`src/rtl/ap_ctrl_multi_to_bambu.sv`:
```
// rtl/ap_ctrl_multi_to_bambu.sv - ap_ctrl block handshake fanned out to NUM_CH Bambu kernels
//
// Purpose:
//   Accepts one ap_ctrl start, sends a one-cycle start pulse to every enabled
//   Bambu kernel, gathers their one-cycle done pulses in a sticky mask and
//   reports a single completion upstream with the run latency in cycles.
//   Any done pulse that cannot belong to the current run raises a sticky
//   error flag. It never alters the collected mask.
//
// Ports:
//   ap_clk        clock
//   ap_rstn       asynchronous active-low reset
//   ap_start      host start, held until ap_ready
//   ap_continue   host acknowledge of ap_done (only used when CHAIN_MODE=1)
//   ch_enable     per-channel enable, captured when a start is accepted
//   ap_done       run complete (pulse in hs mode, held until ap_continue in chain mode)
//   ap_ready      one-cycle pulse: inputs consumed
//   ap_idle       block idle and no start pending
//   bambu_start   one-cycle start pulse per channel
//   bambu_done    one-cycle done pulse per channel
//   run_cycles    saturating latency of the last completed run
//   err_spurious  sticky flag for unexpected done pulses

module ap_ctrl_multi_to_bambu #(
  parameter int NUM_CH     = 4,
  parameter int CHAIN_MODE = 0,
  parameter int CNT_W      = 32
) (
  input  logic              ap_clk,
  input  logic              ap_rstn,
  input  logic              ap_start,
  input  logic              ap_continue,
  input  logic [NUM_CH-1:0] ch_enable,
  output logic              ap_done,
  output logic              ap_ready,
  output logic              ap_idle,
  output logic [NUM_CH-1:0] bambu_start,
  input  logic [NUM_CH-1:0] bambu_done,
  output logic [CNT_W-1:0]  run_cycles,
  output logic              err_spurious
);

  typedef enum logic [1:0] {
    S_IDLE = 2'd0,
    S_RUN  = 2'd1,
    S_HOLD = 2'd2
  } state_t;

  state_t              r_state;
  logic [NUM_CH-1:0]   r_active_mask;
  logic [NUM_CH-1:0]   r_done_mask;
  logic [CNT_W-1:0]    r_counter;
  logic [NUM_CH-1:0]   r_bambu_start;
  logic                r_ap_done;
  logic                r_ap_ready;
  logic [CNT_W-1:0]    r_run_cycles;
  logic                r_err;

  state_t              w_state_nxt;
  logic [NUM_CH-1:0]   w_active_nxt;
  logic [NUM_CH-1:0]   w_done_mask_nxt;
  logic [CNT_W-1:0]    w_counter_nxt;
  logic [NUM_CH-1:0]   w_bambu_start_nxt;
  logic                w_ap_done_nxt;
  logic                w_ap_ready_nxt;
  logic [CNT_W-1:0]    w_run_cycles_nxt;
  logic                w_err_nxt;

  logic [NUM_CH-1:0]   w_hit;
  logic [NUM_CH-1:0]   w_mask_acc;
  logic                w_complete;
  logic                w_spurious;
  logic [CNT_W-1:0]    w_cnt_inc;

  // The done pulses of the current edge count toward completion, so the
  // last channel's pulse finishes the run on the same edge it is sampled.
  assign w_hit      = bambu_done & r_active_mask;
  assign w_mask_acc = r_done_mask | w_hit;
  assign w_complete = (w_mask_acc == r_active_mask);
  assign w_cnt_inc  = (r_counter == '1) ? r_counter : r_counter + CNT_W'(1);

  // Outside RUN every pulse is unexpected; inside RUN only a first pulse
  // from a started channel is legitimate.
  assign w_spurious = (r_state != S_RUN) ? (|bambu_done)
                    : ((|(bambu_done & ~r_active_mask)) | (|(bambu_done & r_done_mask)));

  always_comb begin
    w_state_nxt       = r_state;
    w_active_nxt      = r_active_mask;
    w_done_mask_nxt   = r_done_mask;
    w_counter_nxt     = r_counter;
    w_bambu_start_nxt = '0;
    w_ap_done_nxt     = 1'b0;
    w_ap_ready_nxt    = 1'b0;
    w_run_cycles_nxt  = r_run_cycles;
    w_err_nxt         = r_err | w_spurious;
    case (r_state)
      S_IDLE: begin
        if (ap_start) begin
          w_active_nxt      = ch_enable;
          w_bambu_start_nxt = ch_enable;
          w_done_mask_nxt   = '0;
          w_counter_nxt     = CNT_W'(1);
          w_state_nxt       = S_RUN;
        end
      end
      S_RUN: begin
        w_done_mask_nxt = w_mask_acc;
        w_counter_nxt   = w_cnt_inc;
        if (w_complete) begin
          w_run_cycles_nxt = r_counter;
          w_ap_done_nxt    = 1'b1;
          w_ap_ready_nxt   = 1'b1;
          w_state_nxt      = (CHAIN_MODE != 0) ? S_HOLD : S_IDLE;
        end
      end
      S_HOLD: begin
        w_ap_done_nxt = 1'b1;
        if (ap_continue) begin
          w_ap_done_nxt = 1'b0;
          w_state_nxt   = S_IDLE;
        end
      end
      default: w_state_nxt = S_IDLE;
    endcase
  end

  always_ff @(posedge ap_clk or negedge ap_rstn) begin
    if (!ap_rstn) begin
      r_state       <= S_IDLE;
      r_active_mask <= '0;
      r_done_mask   <= '0;
      r_counter     <= '0;
      r_bambu_start <= '0;
      r_ap_done     <= 1'b0;
      r_ap_ready    <= 1'b0;
      r_run_cycles  <= '0;
      r_err         <= 1'b0;
    end else begin
      r_state       <= w_state_nxt;
      r_active_mask <= w_active_nxt;
      r_done_mask   <= w_done_mask_nxt;
      r_counter     <= w_counter_nxt;
      r_bambu_start <= w_bambu_start_nxt;
      r_ap_done     <= w_ap_done_nxt;
      r_ap_ready    <= w_ap_ready_nxt;
      r_run_cycles  <= w_run_cycles_nxt;
      r_err         <= w_err_nxt;
    end
  end

  assign ap_done      = r_ap_done;
  assign ap_ready     = r_ap_ready;
  assign ap_idle      = (r_state == S_IDLE) & ~ap_start;
  assign bambu_start  = r_bambu_start;
  assign run_cycles   = r_run_cycles;
  assign err_spurious = r_err;

endmodule

```
`config.mk`:
```
export PLATFORM = sky130hd
export DESIGN_NAME = ap_ctrl_multi_to_bambu
export DESIGN_NICKNAME = d
export VERILOG_FILES = /design/src/rtl/ap_ctrl_multi_to_bambu.sv
export SDC_FILE = /design/constraint.sdc
export NUM_CORES = 1
export LEC_CHECK = 0
export ABC_AREA = 1
export CAP_MARGIN = 5
export CORE_UTILIZATION = 45
export CTS_CLUSTER_DIAMETER = 80
export DETAILED_ROUTE_END_ITERATION = 6
export PLACE_DENSITY = 0.67
export RECOVER_POWER = 25
export REMOVE_ABC_BUFFERS = 1
export SYNTH_ARGS = -nofsm -noshare
export SYNTH_HDL_FRONTEND = slang
export SYNTH_SLANG_ARGS = --single-unit
export TNS_END_PERCENT = 30
```
`constraint.sdc`:
```
create_clock -name ap_clk -period 3.9 [get_ports ap_clk]
set_input_delay 0.975 -clock ap_clk [delete_from_list [all_inputs] [get_ports ap_clk]]
set_output_delay 0.975 -clock ap_clk [all_outputs]
set_load 0.1 [all_outputs]
```
## After elaboration in Yosys (flattened, before gate mapping)

Index checks and enable logic that the tools add are counted.
W data, S select, Z words.

| storage, ports and cells | value |
|---|---|
| flip-flop bits (word level) | 81 |
| bits in latches | 0 |
| output and inout port bits | 40 |
| word-level logic and storage cells | 54 |
| memories | 0 |
| RAM bits | 0 |
| bits in read-only memories | 0 |

| cells by class | value |
|---|---|
| eq/ne operators | 9 |
| bitwise gates (word level) | 9 |
| divide/modulo/power cells | 0 |
| $lt $le $gt $ge | 0 |
| multiplexer cells | 16 |
| reductions and logical operators | 10 |
| shift-type cells | 0 |
| multipliers | 0 |
| add/sub/neg operators | 1 |

Operators with widths:

| cell | number |
|---|---|
| $mux W32 | 2 |
| $pmux W32 S2 | 1 |
| $add A32 B1 Y32 const B | 1 |
| $eq A32 B32 Y1 const B | 1 |
| $and A4 B4 Y4 | 3 |
| $mux W4 | 3 |
| $reduce_or A4 Y1 | 3 |
| $ne A2 B2 Y1 const B | 4 |
| $pmux W4 S2 | 1 |
| $mux W2 | 3 |
| $pmux W2 S3 | 1 |
| $reduce_and A2 Y1 | 3 |
| $reduce_and A3 Y1 | 2 |
| $eq A4 B4 Y1 | 1 |
| $mux W1 | 4 |
| $not A4 Y4 | 1 |
| $or A4 B4 Y4 | 1 |
| $eq A2 B1 Y1 const B | 1 |
| $eq A2 B2 Y1 const B | 1 |
| $logic_not A2 Y1 | 1 |
| $ne A2 B1 Y1 const B | 1 |
| $or A1 B1 Y1 | 2 |
| $pmux W1 S2 | 1 |
| $reduce_bool A2 Y1 | 1 |
| other kinds (2) | 2 |

## Longest topological paths before layout

| logic depth | value |
|---|---|
| depth after elaboration | 6 |
| depth in mapped cells | 12 |

## Worst setup path before layout

No wires, ideal clock.

| path | value |
|---|---|
| path kind | input to output |
| from | input ap_start |
| to | output ap_idle |
| stages | 1 |
| path slack | 669 ps |
| data arrival time | 2256 ps |
| path buffers | 0 |
| cell sequence | nor2_1 |

| between the ends | value |
|---|---|
| longest elaborated chain between the ends | 2 |

Ends and longest elaborated chain:

| what | RTL line | RTL |
|---|---|---|
| start, declared | 31 | `input logic ap_start,` |
| $not A1 Y1 | 154 | `assign ap_idle = (r_state == S_IDLE) & ~ap_start;` |
| $and A1 B1 Y1 | 154 |  |
| end, declared | 36 | `output logic ap_idle,` |

No other way between the ends.

## Final worst setup path

Ends and elaborated chain as after synthesis.

==> results_dict.tcl <==
set metrics [dict create \
    r2r-start "r_state[0]$_DFFE_PN0P_" \
    status "finished, violations left" \
    io_pins 52 \
    pre_cts_ws_ns 0.952 \
    post_synth_inst_count 518 \
    critPathSlowestCell "sky130_fd_sc_hd__clkdlybuf4s50_1" \
    reg2reg_slack_ns 1.61 \
    power.ir.vdd_worst_mv 0.473 \
    synth-seq-cells 79 \
    arrival_ns 1.85 \
    grt_util_all_layers 0.214 \
    first_global_vias 3228 \
    setup.worst_path.start_class "primary input" \
    setup.worst_path.class "primary input to output port" \
    gp_routability_congestion 0.881 \
    synth_cell_types 29 \
    tritoncts_clock_tree "yes" \
    area_delta_synth_final_pct 19.5 \
    fin_skew_ns 0.0114 \
    postCtsSetupBuffers 0 \
    p_per_area_nw_per_um2 844 \
    core_area_um2 8340 \
    min_to "run_cycles[8]$_DFFE_PN0P_" \
    vias_per_cell 5.05 \
    standby_leakage_power_nw 2.31 \
    multi_input_comb_area_um2 1740 \
    insertion_delay_of_the_later_clocked_pin_in_the_worst_skew_pair_ns 0.34 \
    placement.cell_area_um2 4510 \
    ys_warn_count 0 \
    grt_first_pass_wirelength_mm 15.1 \
    fin_area_um2 4720 \
    slew_headroom -0.316 \
    chipWidth_um 95.7 \
    setup_ws_ns 1.08 \
    synth_seq_area_share 0.500 \
    timing.rr.end "r_counter[31]$_DFFE_PN0P_" \
    cts_root_buffer "sky130_fd_sc_hd__clkbuf_8" \
    period_needed_ns 2.82 \
    failed_checks "capacitance limit, slew limit" \
    post-route-drc-count 0 \
    setup_viol_count_final 0 \
    post-route-period-util 0.724 \
    utilization 0.566 \
    antenna_found_initial 0 \
    final_max_slew_viol_count 80 \
    drtIter0Drc 167 \
    dieHeight_um 95.7 \
    hp-class "flip-flop to flip-flop" \
    r2r_cells 6 \
    num_vias 3397 \
    synth.top_cell.area_share 0.500 \
    route.detailed.wl_per_inst_um 13.1 \
    grt_start_max_net_pins 80 \
    hpwlAfterDp_mm 6.07 \
    critical_path.top_delay_family "buffers and inverters" \
    synth_area_per_cell_um2 7.63 \
    syn_std_cell_area_um2 3950 \
    clock_path_buffers 2 \
    cts_buf_count 9 \
    number_of_nets_with_antenna_violations_after_routing 0 \
    dp.cells 657 \
    n_antenna_cell 0 \
    path_clk_slew_ns 0.08 \
    startpoint "ap_start" \
    number_of_hold_violations_in_the_final_report 0 \
    netlist.top_cell.by_area "sky130_fd_sc_hd__dfrtp_1" \
    num-fill-cells 789 \
    cts-hold-fix-buffers 0 \
    htree_num_levels 3 \
    layout_commonest_cell "sky130_fd_sc_hd__nand2_1" \
    totalNegativeSetupSlack_ns 0 \
    floorplan.initialDensity 0.474 \
    path_cells "clkdlybuf4s50_1 -> nor2_1 -> buf_4" \
    maxClockFrequency_mhz 354 \
    wl_mm 8.80 \
    layoutNonFillerInstCount 673 \
    grt_setup_unrepaired "no" \
    regArea_um2 1980 \
    most-common-layout-cells "sky130_fd_sc_hd__nand2_1 (201), sky130_fd_sc_hd__dfrtp_1 (79), sky130_fd_sc_hd__nand3_1 (68), sky130_fd_sc_hd__clkdlybuf4s50_1 (48), sky130_fd_sc_hd__nor2_1 (44)" \
    cp_data_required_time_ns 2.92 \
    tightest_slew_ns 1.97 \
    overflow 0 \
    path_max_fanout 2 \
    final_net_count 576 \
    first_pass_iteration_count_of_the_detailed_router 4 \
    worst_case_hold_slack_ns 0.470 \
    worst_path_largest_cell_delay_ns 0.41 \
    cp_num_buf_inv 2 \
    hold_path.startpoint "run_cycles[8]$_DFFE_PN0P_" \
    port_buffers 50 \
    design.die.area_um2 9160 \
    end_kind "output port" \
    placement_rows 33 \
    cts_resized 0 \
    synth_top_cells_by_area "sky130_fd_sc_hd__dfrtp_1 (50%), sky130_fd_sc_hd__nand2_1 (19%), sky130_fd_sc_hd__nand3_1 (8.6%)" \
    total_power_mw 3.98 \
    cts_sinks 79 \
    layout-drive-gt1-share 0.0634 \
    number_of_cells_on_the_worst_hold_path 2 \
    max_cap_violations 1 \
]
-- report_power, final --
part	switching, mW	leakage [nW]	internal [mW]
sequential	0.358	1.03	1.11
combinational	1.41	1.17	0.475
clock	0.284	0.109	0.347
total	2.06	2.31	1.93
-- sequential cells by signal, indices dropped and copies added, names as in the netlist --
signal / flops
run_cycles: 32
r_state: 1
r_counter: 32
ap_done: 1
r_done_mask: 4
err_spurious: 1
r_active_mask: 4
bambu_start: 4
-- cell families after synthesis --
family	Yosys count	share of synthesized area
and+or+nand+nor	332	0.353
xor gates and xnor gates	12	0.0266
buffers and inverters	59	0.0637
DFF	79	0.500
adders and majority gates	1	0.00317
AOI/OAI and AO/OA	35	0.0535
-- cells in the mapped netlist, drive strengths merged --
| library cell | number |
|---|---|
| nand2 | 205 |
| dfrtp | 79 |
| nand3 | 68 |
| nor2 | 47 |
| inv | 39 |
| o21ai | 17 |
| clkbuf | 10 |
| buf | 9 |
| xor2 | 9 |
| a21oi | 8 |
| o22ai | 7 |
| nand4 | 6 |
| nor3 | 5 |
| xnor2 | 3 |
| a21o | 2 |
| a211oi | 1 |
| clkinv | 1 |
| ha | 1 |
| or2 | 1 |
-- per-layer routing --
layer / vias to the layer above / track usage / share of wire
li1: 1737 / - / -
met1: 1559 / 0.298 / 0.47
met2: 95 / 0.340 / 0.47
met3: 6 / 0.0490 / 0.060
met4: 0 / 0.0473 / 0.0072
met5: - / 0 / 0
-- final cells by class --
cell class / count / area share
Timing Repair Buffer: 53 / 0.109
Sequential cell: 79 / 0.419
Inverter: 40 / 0.0321
Clock inverter: 3 / 0.00848
Tap cell: 105 / 0.0278
Multi-Input combinational cell: 380 / 0.368
Clock buffer: 13 / 0.0358
-- worst max-delay path by stage --
stage / endpoint / slack [ns] / depth (start not counted)
2_1_floorplan: r_state[0]$_DFFE_PN0P_ / 0.53 / 5
4_1_cts: ap_done / 1.06 / 1
6_report: ap_idle / 1.08 / 3
3_3_place_gp: r_counter[24]$_DFFE_PN0P_ / 0.96 / 8
3_5_place_dp: r_counter[30]$_DFFE_PN0P_ / 0.95 / 8
5_1_grt: ap_idle / 1.01 / 3
-- worst register-to-register path, cell delays in order, from the launching register on --
cell	delay, ns
sky130_fd_sc_hd__dfrtp_1	0.69
sky130_fd_sc_hd__nor2_1	0.37
sky130_fd_sc_hd__inv_1	0.27
sky130_fd_sc_hd__nand2_4	0.28
sky130_fd_sc_hd__clkinv_2	0.35
sky130_fd_sc_hd__nand2_1	0.15
sky130_fd_sc_hd__nand2_1	0.07
Power figures use the tool's default switching activity.
